## config.mk

```make
export PLATFORM = sky130hd
export DESIGN_NAME = mem_bus_arbiter_flat
export DESIGN_NICKNAME = d
export VERILOG_FILES = /design/src/rtl/mem_bus_arbiter_if.sv /design/src/rtl/mem_bus_arbiter.sv /design/src/flat_wrapper.sv
export SDC_FILE = /design/constraint.sdc
export NUM_CORES = 1
export LEC_CHECK = 0
export ABC_AREA = 0
export BUFFER_PORTS_ARGS = -buffer_cell sky130_fd_sc_hd__buf_2
export CORE_MARGIN = 2
export CORE_UTILIZATION = 46
export DETAILED_ROUTE_END_ITERATION = 6
export PLACE_DENSITY_LB_ADDON = 0.1
export SLEW_MARGIN = 0
export SYNTH_ARGS = -nofsm -noshare
export SYNTH_HDL_FRONTEND = slang
export SYNTH_SLANG_ARGS = --single-unit
```

## constraint.sdc

```tcl
create_clock -name clk -period 1.9 [get_ports clk]
set_clock_uncertainty 0.05 [all_clocks]
set_input_delay 0.095 -clock clk [delete_from_list [all_inputs] [get_ports clk]]
set_output_delay 0.095 -clock clk [all_outputs]
set_load 0.05 [all_outputs]
```

## src/rtl/mem_bus_arbiter_if.sv

```systemverilog
// Bus arbitration handshake bundle: active-low requests/grants from four masters
// plus the registered owner index, busy flag and preempt pulse back to the bus.
interface mem_bus_arbiter_if;
  logic [3:0] m_req_;
  logic [3:0] m_grnt_;
  logic [1:0] owner;
  logic       busy;
  logic       preempt;

  modport master (
    output m_req_,
    input  m_grnt_,
    input  owner,
    input  busy,
    input  preempt
  );

  modport slave (
    input  m_req_,
    output m_grnt_,
    output owner,
    output busy,
    output preempt
  );
endinterface

```

## src/rtl/mem_bus_arbiter.sv

```systemverilog
// Four-master round-robin bus arbiter with registered grants and owner index.
// Optional hold-timeout preemption is enabled by defining BUS_ARB_TIMEOUT_EN.
module mem_bus_arbiter #(
  parameter int HOLD_MAX = 16,
  parameter int HOLD_W   = 5
) (
  input  logic              clk,
  input  logic              reset,
  mem_bus_arbiter_if.slave  bus
);

  typedef enum logic {IDLE, GRANT} state_t;

  state_t              state_q;
  logic [1:0]          last_q;
  logic [1:0]          owner_q;
  logic [3:0]          grnt_q;
  logic                busy_q;
  logic                preempt_q;
  logic [HOLD_W-1:0]   hold_cnt_q;

  logic [3:0]          req;
  logic [2:0]          idle_pick;
  logic [2:0]          rel_pick;

  // Returns {found, index} of the first set mask bit at or after start, wrapping.
  function automatic logic [2:0] rr_pick(input logic [1:0] start, input logic [3:0] mask);
    logic [2:0] res;
    logic [1:0] idx;
    res = 3'b000;
    for (int k = 3; k >= 0; k--) begin
      idx = start + 2'(k);
      if (mask[idx]) res = {1'b1, idx};
    end
    return res;
  endfunction

  assign req       = ~bus.m_req_;
  assign idle_pick = rr_pick(last_q + 2'd1, req);
  // The owner has released here, so its own bit is already clear in req.
  assign rel_pick  = rr_pick(owner_q + 2'd1, req);

`ifdef BUS_ARB_TIMEOUT_EN
  logic [3:0] other_req;
  logic [2:0] pre_pick;
  assign other_req = req & ~(4'b0001 << owner_q);
  assign pre_pick  = rr_pick(owner_q + 2'd1, other_req);
`endif

  always_ff @(posedge clk) begin
    if (!reset) begin
      state_q    <= IDLE;
      last_q     <= 2'd3;
      owner_q    <= 2'd0;
      grnt_q     <= 4'b1111;
      busy_q     <= 1'b0;
      preempt_q  <= 1'b0;
      hold_cnt_q <= '0;
    end else begin
      preempt_q <= 1'b0;
      case (state_q)
        IDLE: begin
          if (idle_pick[2]) begin
            state_q    <= GRANT;
            owner_q    <= idle_pick[1:0];
            last_q     <= idle_pick[1:0];
            grnt_q     <= ~(4'b0001 << idle_pick[1:0]);
            busy_q     <= 1'b1;
            hold_cnt_q <= '0;
          end
        end
        GRANT: begin
          if (req[owner_q]) begin
`ifdef BUS_ARB_TIMEOUT_EN
            if ((hold_cnt_q == HOLD_W'(HOLD_MAX)) && pre_pick[2]) begin
              owner_q    <= pre_pick[1:0];
              last_q     <= pre_pick[1:0];
              grnt_q     <= ~(4'b0001 << pre_pick[1:0]);
              preempt_q  <= 1'b1;
              hold_cnt_q <= '0;
            end else if (hold_cnt_q != HOLD_W'(HOLD_MAX)) begin
              hold_cnt_q <= hold_cnt_q + 1'b1;
            end
`else
            if (hold_cnt_q != HOLD_W'(HOLD_MAX)) hold_cnt_q <= hold_cnt_q + 1'b1;
`endif
          end else if (rel_pick[2]) begin
            owner_q    <= rel_pick[1:0];
            last_q     <= rel_pick[1:0];
            grnt_q     <= ~(4'b0001 << rel_pick[1:0]);
            hold_cnt_q <= '0;
          end else begin
            state_q    <= IDLE;
            grnt_q     <= 4'b1111;
            busy_q     <= 1'b0;
            hold_cnt_q <= '0;
          end
        end
        default: state_q <= IDLE;
      endcase
    end
  end

  assign bus.m_grnt_ = grnt_q;
  assign bus.owner   = owner_q;
  assign bus.busy    = busy_q;
  assign bus.preempt = preempt_q;

endmodule

```

## src/flat_wrapper.sv

```systemverilog
// flat-port wrapper written by rule: the top's interface ports become plain ports
module mem_bus_arbiter_flat 
#(
  parameter int HOLD_MAX = 16,
  parameter int HOLD_W   = 5
)
  (clk, reset, bus_m_req_, bus_m_grnt_, bus_owner, bus_busy, bus_preempt);
  mem_bus_arbiter_if bus_i ();
  input  logic clk;
  input  logic reset;
  input wire logic [$bits(bus_i.m_req_)-1:0] bus_m_req_;
  output wire logic [$bits(bus_i.m_grnt_)-1:0] bus_m_grnt_;
  output wire logic [$bits(bus_i.owner)-1:0] bus_owner;
  output wire logic [$bits(bus_i.busy)-1:0] bus_busy;
  output wire logic [$bits(bus_i.preempt)-1:0] bus_preempt;
  assign bus_i.m_req_ = bus_m_req_;
  assign bus_m_grnt_ = bus_i.m_grnt_;
  assign bus_owner = bus_i.owner;
  assign bus_busy = bus_i.busy;
  assign bus_preempt = bus_i.preempt;
  mem_bus_arbiter #(.HOLD_MAX(HOLD_MAX), .HOLD_W(HOLD_W)) u_core (.clk(clk), .reset(reset), .bus(bus_i));
endmodule
```

== Word-level counts from Yosys, hierarchy flattened ==
Cells that the tools add are included.

* Bits of input ports: 6
* Register bits: 10

* Add/sub/neg operators: 8
* Reduce and logical (&&, ||, !) cells: 3
* Bitwise gates (word level): 4
* Eq/ne operators: 4
* Shift operators: 2
* $lt $le $gt $ge: 9
* Multiplexer cells: 42

{| class="wikitable"
|+ Operators by type and width
! cell !! count
|-
| 2-bit by 3-bit < comparator with 1-bit output (second input constant) || 9
|-
| 3-bit two-way mux || 8
|-
| 1-bit binary-select mux with 2-bit select || 9
|-
| 1-bit two-way mux || 15
|-
| 4-bit two-way mux || 3
|-
| 4-bit NOT || 3
|-
| 2-bit by 1-bit adder with 2-bit output (second input constant) || 4
|-
| 2-bit adder (second input constant) || 4
|-
| 4-bit one-hot mux with 2 select lines || 1
|-
| 1-bit by 2-bit left shift with 4-bit output (first input constant) || 2
|-
| 2-bit two-way mux || 3
|-
| 2-bit inequality test (second input constant) || 3
|-
| 3-bit AND reduction || 2
|-
| 1-bit one-hot mux with 2 select lines || 2
|-
| 2-bit one-hot mux with 2 select lines || 1
|-
| 2-bit by 1-bit inequality test with 1-bit output (second input constant) || 1
|-
| 2-bit AND reduction || 1
|-
| 1-bit NOT || 1
|}

== Depth between registers and ports, before layout ==
Gate-level depths: netlist of the first run.

* Depth after elaboration: 13
* Depth in mapped cells: 6
* Gate-level depth less buffers: 5

== Least setup slack after synthesis of the first run ==
Ideal clock, no wire load.

* Path kind: reg-to-reg
* Start: reg u_core.owner_q[1], in the netlist u_core.bus.owner[1]
* End: reg u_core.grnt_q[1], in the netlist u_core.bus.m_grnt_[1]
* Cell stages (with the launch flop): 7
* Setup slack: -0.294 ns
* Clock period less this slack: 2.194 ns
* Path buffers: 1
* Required time: 1.728 ns
* Library setup time: 0.122 ns
* Arrival time: 2.022 ns
* Path through: dfxtp_1 buf_6 mux2_4 o22a_1 a21boi_4 or3_1 a221o_1

* Cells in the longest elaborated chain, start to end: 13
* Elaborated cells between the ends (all ways): 25

{| class="wikitable"
|+ RTL lines
! what !! RTL line !! source
|-
| start: declaration || mem_bus_arbiter.sv:16 || <nowiki>logic [1:0] owner_q;</nowiki>
|-
| start signal: assignment || mem_bus_arbiter.sv:65 || <nowiki>owner_q <= idle_pick[1:0];</nowiki>
|-
| start signal: assignment || mem_bus_arbiter.sv:88 || <nowiki>owner_q <= rel_pick[1:0];</nowiki>
|-
| 2-bit by 1-bit adder with 2-bit output || mem_bus_arbiter.sv:41 || <nowiki>assign rel_pick = rr_pick(owner_q + 2'd1, req);</nowiki>
|-
| 2-bit adder || mem_bus_arbiter.sv:32 || <nowiki>idx = start + 2'(k);</nowiki>
|-
| 1-bit binary-select mux with 2-bit select || mem_bus_arbiter.sv:33 || <nowiki>if (mask[idx]) res = {1'b1, idx};</nowiki>
|-
| 1-bit two-way mux (not written as such) || mem_bus_arbiter.sv:33 ||
|-
| 3-bit two-way mux (4 in a row) || mem_bus_arbiter.sv:33 ||
|-
| 1-bit by 2-bit left shift with 4-bit output || mem_bus_arbiter.sv:90 || <nowiki>grnt_q <= ~(4'b0001 << rel_pick[1:0]);</nowiki>
|-
| 4-bit NOT || mem_bus_arbiter.sv:90 ||
|-
| 4-bit two-way mux || mem_bus_arbiter.sv:87 || <nowiki>end else if (rel_pick[2]) begin</nowiki>
|-
| 4-bit two-way mux || mem_bus_arbiter.sv:73 || <nowiki>if (req[owner_q]) begin</nowiki>
|-
| 4-bit one-hot mux with 2 select lines || mem_bus_arbiter.sv:61 || <nowiki>case (state_q)</nowiki>
|-
| end signal: assignment || mem_bus_arbiter.sv:67 || <nowiki>grnt_q <= ~(4'b0001 << idle_pick[1:0]);</nowiki>
|-
| end signal: assignment || mem_bus_arbiter.sv:90 ||
|-
| end: declaration || mem_bus_arbiter.sv:17 || <nowiki>logic [3:0] grnt_q;</nowiki>
|}

Parallel ways exist; a longest one is shown, timed or not. The select of a mux whose other input is x is not followed.
A chain may end at the register's enable or synchronous reset.

== Final worst setup path of the first run ==
Ends and elaborated chain as after synthesis.

==> impl_metrics.ini, run 1 <==
[route]
met3WireLength_microns = 93
dr.pass1.iters = 4
vias = 667
wire_per_inst_microns = 13.3
drc_errors = 0
routed.top_layer = met4
postRouteAntennaNets = 0
met1_length_microns = 702
routed_via_density = 5.96
routed_wirelength_microns = 1490
met2_wirelength_microns = 683
dr.first_iter.drc_count = 10

[place]
place.gp.congestion = 0.835
dpl.hpwl_microns = 1150
dp_slack_ps = 172
port_buffers = 12

[power_and_ir_drop]
max-vdd-ir-drop_v = 0.000522
p_per_area_mw_per_mm2 = 938
p_total_w = 0.000708
power.leakage_nw = 0.318

[logic_synthesis]
synth.avg_cell_area_sq_um = 7.73
synthArstFlopShare_pct = 0
syn_inst = 86
syn_nets = 92
synth-edff-count = 0
synth_area_sq_um = 664
synth_flop_cell = dfxtp_1
yosys_warnings = 0
synth_top_area_share_pct = 30.1
synth_area_leaders = dfxtp_1, a21oi_1, o21ai_0
ys_seq_area_share_pct = 30.1
ys_ff_latch = 10
ys_types = 35
synth_area_leader_cell = dfxtp_1

[clocking]
cts-htree-levels = 1
ctsHoldBuffers = 0
root_buffer = clkbuf_4
worstSkewPairLatency_ps = 270
cts_tree = done
ctsResizeCount = 0
cts_setup_buffers = 0
cts_buffer_depth = 2
cts.sinks = 10
clk_pin_slew_worst_paths_ps = 60
cts-buffers-inserted = 3

[floorplanning]
fp.dieW_microns = 42.0
core_sq_mm = 0.00132
dieArea_sq_mm = 0.00176
row_count = 13
start_util_pct = 50.4
die_h_microns = 42.0
io_pins = 14

[global_routing]
antenna_found_initial = 0
gr-total-overflow = 0
grt_usage_pct = 18.7
grt_pass1_wl_microns = 2520
grt_max_degree = 11
grt_pass1_vias = 576

[layout]
fill_cells = 130
finish.net_count = 104
n_antenna_cell = 0
areaGrowthSynthToFinish_pct = 13.7
layout-drive-gt1-share_pct = 22.7

[critical_path]
path_max_fanout = 3
arrival_ps = 1840
critPathCaptureType = register
start_kind = register
crit_type = reg2reg
required_ps = 2010

[sta]
fmax_ghz = 0.578
setup_viol = 0
min_period_ps = 1730
hold_violations = 0
maxSlewViolCount = 0
rsz0062_at_grt = no
setup_ws_ps = 169
fin_crit_sh_pct = 91.1

[run_status]
outcome = finished, final reports clean

[flow_run]
max-cap-violations = 0

[worst_hold_path]
hold_path_class = in2reg
## cells in the mapped netlist, types with 3 or more instances
| cell type | number |
|---|---|
| a21o_1 | 3 |
| a21oi_1 | 8 |
| and3_1 | 3 |
| dfxtp_1 | 10 |
| nand2_1 | 8 |
| nand2b_1 | 3 |
| nand3_1 | 4 |
| nor2_1 | 6 |
| o21ai_0 | 8 |
## critical path: stages, from the launching register on
cell and delay (ps):
dfxtp_4 350, mux2_4 290, o22a_1 200, a21boi_4 140, or3_1 300, a221o_1 290
## sequential cells by signal, indices dropped and copies added, names as in the netlist
name	cells
u_core.bus.m_grnt_	4
u_core.bus.busy	1
u_core.last_q	2
u_core.bus.owner	2
u_core.state_q	1
## logic make-up after synthesis
kind of cell    synth area share, %
simple gates                   22.4
mux                            5.27
buf+inv                        7.16
flops                          30.1
other cells                   0.564
compound gates                 34.5
## cell type report
type	count	area, sq um	area share [%]
multi-input cells	67	417	55.1
flip-flops and latches	10	205	27.2
repair buffers	13	67.6	8.94
clock buffers	4	36.3	4.80
well taps	15	18.8	2.48
inverters	3	11.3	1.49
## worst paths after layout
kind / from / end / slack (ps) / cells past startpoint
setup reg to reg: u_core.bus.owner[1]$_SDFFE_PN0P_ / u_core.bus.m_grnt_[1]$_SDFFE_PN1P_ / 170 / 5
setup / recovery: u_core.bus.owner[1]$_SDFFE_PN0P_ / u_core.bus.m_grnt_[1]$_SDFFE_PN1P_ / 170 / 5
hold reg to reg: u_core.bus.busy$_SDFFE_PN0P_ / u_core.bus.busy$_SDFFE_PN0P_ / 420 / 2
hold / removal: reset / u_core.bus.owner[1]$_SDFFE_PN0P_ / 50 / 2
## power by group
group,switching (W),total [W],internal (W)
Clock,0.0000759,0.000192,0.000117
Sequential,0.0000235,0.000260,0.000236
Combinational,0.000164,0.000256,0.0000919
Total,0.000264,0.000708,0.000445
## cell usage in the layout, fill, tap and decap left out
master and count:
clkinv_1 1, nand2_1 8, or3_1 1, a31oi_1 1
o2bb2ai_1 1, o32ai_1 1, o21ai_0 8, conb_1 1
or2_0 1, buf_4 1, and3b_1 1, a21o_1 3
dfxtp_1 8, dfxtp_2 1, clkbuf_8 1, nor3_1 1
inv_1 2, o211ai_1 1, nand3_1 4, nor2_1 6
mux2i_1 2, mux2_4 1, o22ai_1 1, a21oi_1 8
a221oi_1 1, a21boi_4 1, and3_1 3, o21a_1 2
buf_2 12, o22a_1 2, dfxtp_4 1, o31ai_1 1
o32a_2 1, clkbuf_4 3, a221o_1 1, nand2b_1 3
nor2b_1 2
## metal layers
metal  global-route usage [%]  vias to the layer above
met1                     23.8                      311
met4                     3.87                        0
met5                        0                        -
met3                     6.47                        2
met2                     30.6                       20
li1                         -                      334
## through the flow
step / cells / hold WS (ps) / area [sq um] / utilization, % / TNS [ps]
after global routing: 112 / 55.2 / 756 / 57.4 / 0
after global placement: 108 / 323 / 719 / 54.6 / 0
after detailed placement: 108 / 319 / 719 / 54.6 / 0
after CTS: 112 / 44.8 / 756 / 57.4 / 0
final: 112 / 48.2 / 756 / 57.4 / 0
after floorplan: 86 / 190 / 669 / - / -41.4
(Power assumes the default switching activity.)
==> inputs of run 2 (changes only) <==
Settings changed: CELL_PAD_IN_SITES_DETAIL_PLACEMENT from default to 1, CELL_PAD_IN_SITES_GLOBAL_PLACEMENT from default to 2, CORE_UTILIZATION 46 to 26.
==> run 2 against run 1 <==
Compared with the run above: die area increased by 69%; combinational power about the same; non-clock buffer count stayed put; flip-flop and latch count stayed put; register-to-register slack worse by 80 ps; sequential share of layout area fell by 0.66 points; design area up 2.5%; highest routed layer unchanged.
==> impl_metrics.ini, run 2 (synthesis results as in run 1) <==
[global_routing]
grt_usage_pct = 14.7
grt_max_degree = 11
antenna_found_initial = 0
grt_pass1_wl_microns = 2950
gr-total-overflow = 0
grt_pass1_vias = 591

[floorplanning]
dieArea_sq_mm = 0.00298
fp.dieW_microns = 54.6
io_pins = 14
start_util_pct = 27.1
die_h_microns = 54.6
core_sq_mm = 0.00245
row_count = 18

[route]
vias = 655
drc_errors = 0
wire_per_inst_microns = 14.6
routed_wirelength_microns = 1850
dr.first_iter.drc_count = 2
postRouteAntennaNets = 0
dr.pass1.iters = 4
routed_via_density = 5.16

[place]
dp.cells = 123
place_area_sq_um = 738
port_buffers = 12
place.gp.congestion = 0.717
dpl.hpwl_microns = 1390

[critical_path]
arrival_ps = 1930
rr_endpoint = u_core.bus.m_grnt_[1]$_SDFFE_PN1P_
r2r_cells = 5
r2r-start = u_core.bus.owner[1]$_SDFFE_PN0P_
critPathCaptureType = register
r2r_slack_ps = 90
path_max_fanout = 10
required_ps = 2020
crit_type = reg2reg
start_kind = register

[layout]
finish.net_count = 104
areaGrowthSynthToFinish_pct = 16.6
fin_cells = 127
n_antenna_cell = 0
fin_area_sq_um = 774
fin_util_pct = 31.5
layout-drive-gt1-share_pct = 22.7
largest_reg_flops = 4
final_common_cell = buf_2
final_cell_mix = buf_2, nand2_1, o21ai_0, a21oi_1, dfxtp_1

[clocking]
root_buffer = clkbuf_4
cts-buffers-inserted = 3
cts.sinks = 10
ctsResizeCount = 0
cts_setup_buffers = 0
clk_pin_slew_worst_paths_ps = 70
cts_tree = done
cts-htree-levels = 1
ctsHoldBuffers = 0
worstSkewPairLatency_ps = 280
cts_buffer_depth = 2

[sta]
rsz0062_at_grt = no
maxSlewViolCount = 0
fmax_ghz = 0.551
setup_viol = 0
whs_ps = 17.6
hold_violations = 0
fin_crit_sh_pct = 95.5
min_period_ps = 1810

[worst_hold_path]
worstHoldEndpoint = u_core.bus.owner[1]$_SDFFE_PN0P_
min_delay_path_depth = 2
holdCritStartpoint = reset
hold_path_class = in2reg

[power_and_ir_drop]
max-vdd-ir-drop_v = 0.000422
p_per_area_mw_per_mm2 = 929
power.leakage_nw = 0.319
p_total_w = 0.000719

[run_status]
outcome = finished, final reports clean

[flow_run]
max-cap-violations = 0
## run 2: final cells by class
class	instances	area [sq um]
clock buffer	4	36.3
fill	303	1680
inverter	3	11.3
multi-input combinational	67	417
sequential	10	205
tap	30	37.5
timing repair buffer	13	67.6
## run 2: worst max-delay path, cell delays in order, from the launching register on
cell	delay (ps)
dfxtp_4	400
mux2_4	300
o22a_1	210
a21boi_4	140
or3_1	320
a221o_1	290
## run 2: worst max path at each step
stage / cells past startpoint / from / slack (ps) / to
2_1_floorplan: 6 / u_core.bus.owner[1]$_SDFFE_PN0P_ / -40 / u_core.bus.m_grnt_[1]$_SDFFE_PN1P_
3_3_place_gp: 5 / u_core.bus.owner[1]$_SDFFE_PN0P_ / 110 / u_core.bus.m_grnt_[1]$_SDFFE_PN1P_
3_5_place_dp: 5 / u_core.bus.owner[1]$_SDFFE_PN0P_ / 100 / u_core.bus.m_grnt_[1]$_SDFFE_PN1P_
4_1_cts: 5 / u_core.bus.owner[1]$_SDFFE_PN0P_ / 80 / u_core.bus.m_grnt_[1]$_SDFFE_PN1P_
5_1_grt: 5 / u_core.bus.owner[1]$_SDFFE_PN0P_ / 50 / u_core.bus.m_grnt_[1]$_SDFFE_PN1P_
6_report: 5 / u_core.bus.owner[1]$_SDFFE_PN0P_ / 90 / u_core.bus.m_grnt_[1]$_SDFFE_PN1P_
## run 2: where the power goes
| part | leakage [nW] | switching (W) | internal, W | total [W] |
|---|---|---|---|---|
| combinational | 0.213 | 0.000164 | 0.0000894 | 0.000253 |
| clock | 0.0210 | 0.0000847 | 0.000117 | 0.000201 |
| sequential | 0.0842 | 0.0000281 | 0.000237 | 0.000265 |
| total | 0.319 | 0.000277 | 0.000443 | 0.000719 |
## run 2: routing by layer
metal	GRT usage, %	part of all wire, %	vias up
li1	-	-	334
met1	19.9	51	306
met2	21.1	44	10
met3	4.92	3.6	5
met4	6.25	1.6	0
met5	0	0	-
## run 2: through the flow
step	setup TNS [ps]	setup WS [ps]
3_3_place_gp	0	109
5_1_grt	0	45.2
4_1_cts	0	80.8
6_report	0	86.4
2_1_floorplan	-41.4	-41.4
3_5_place_dp	0	98.1
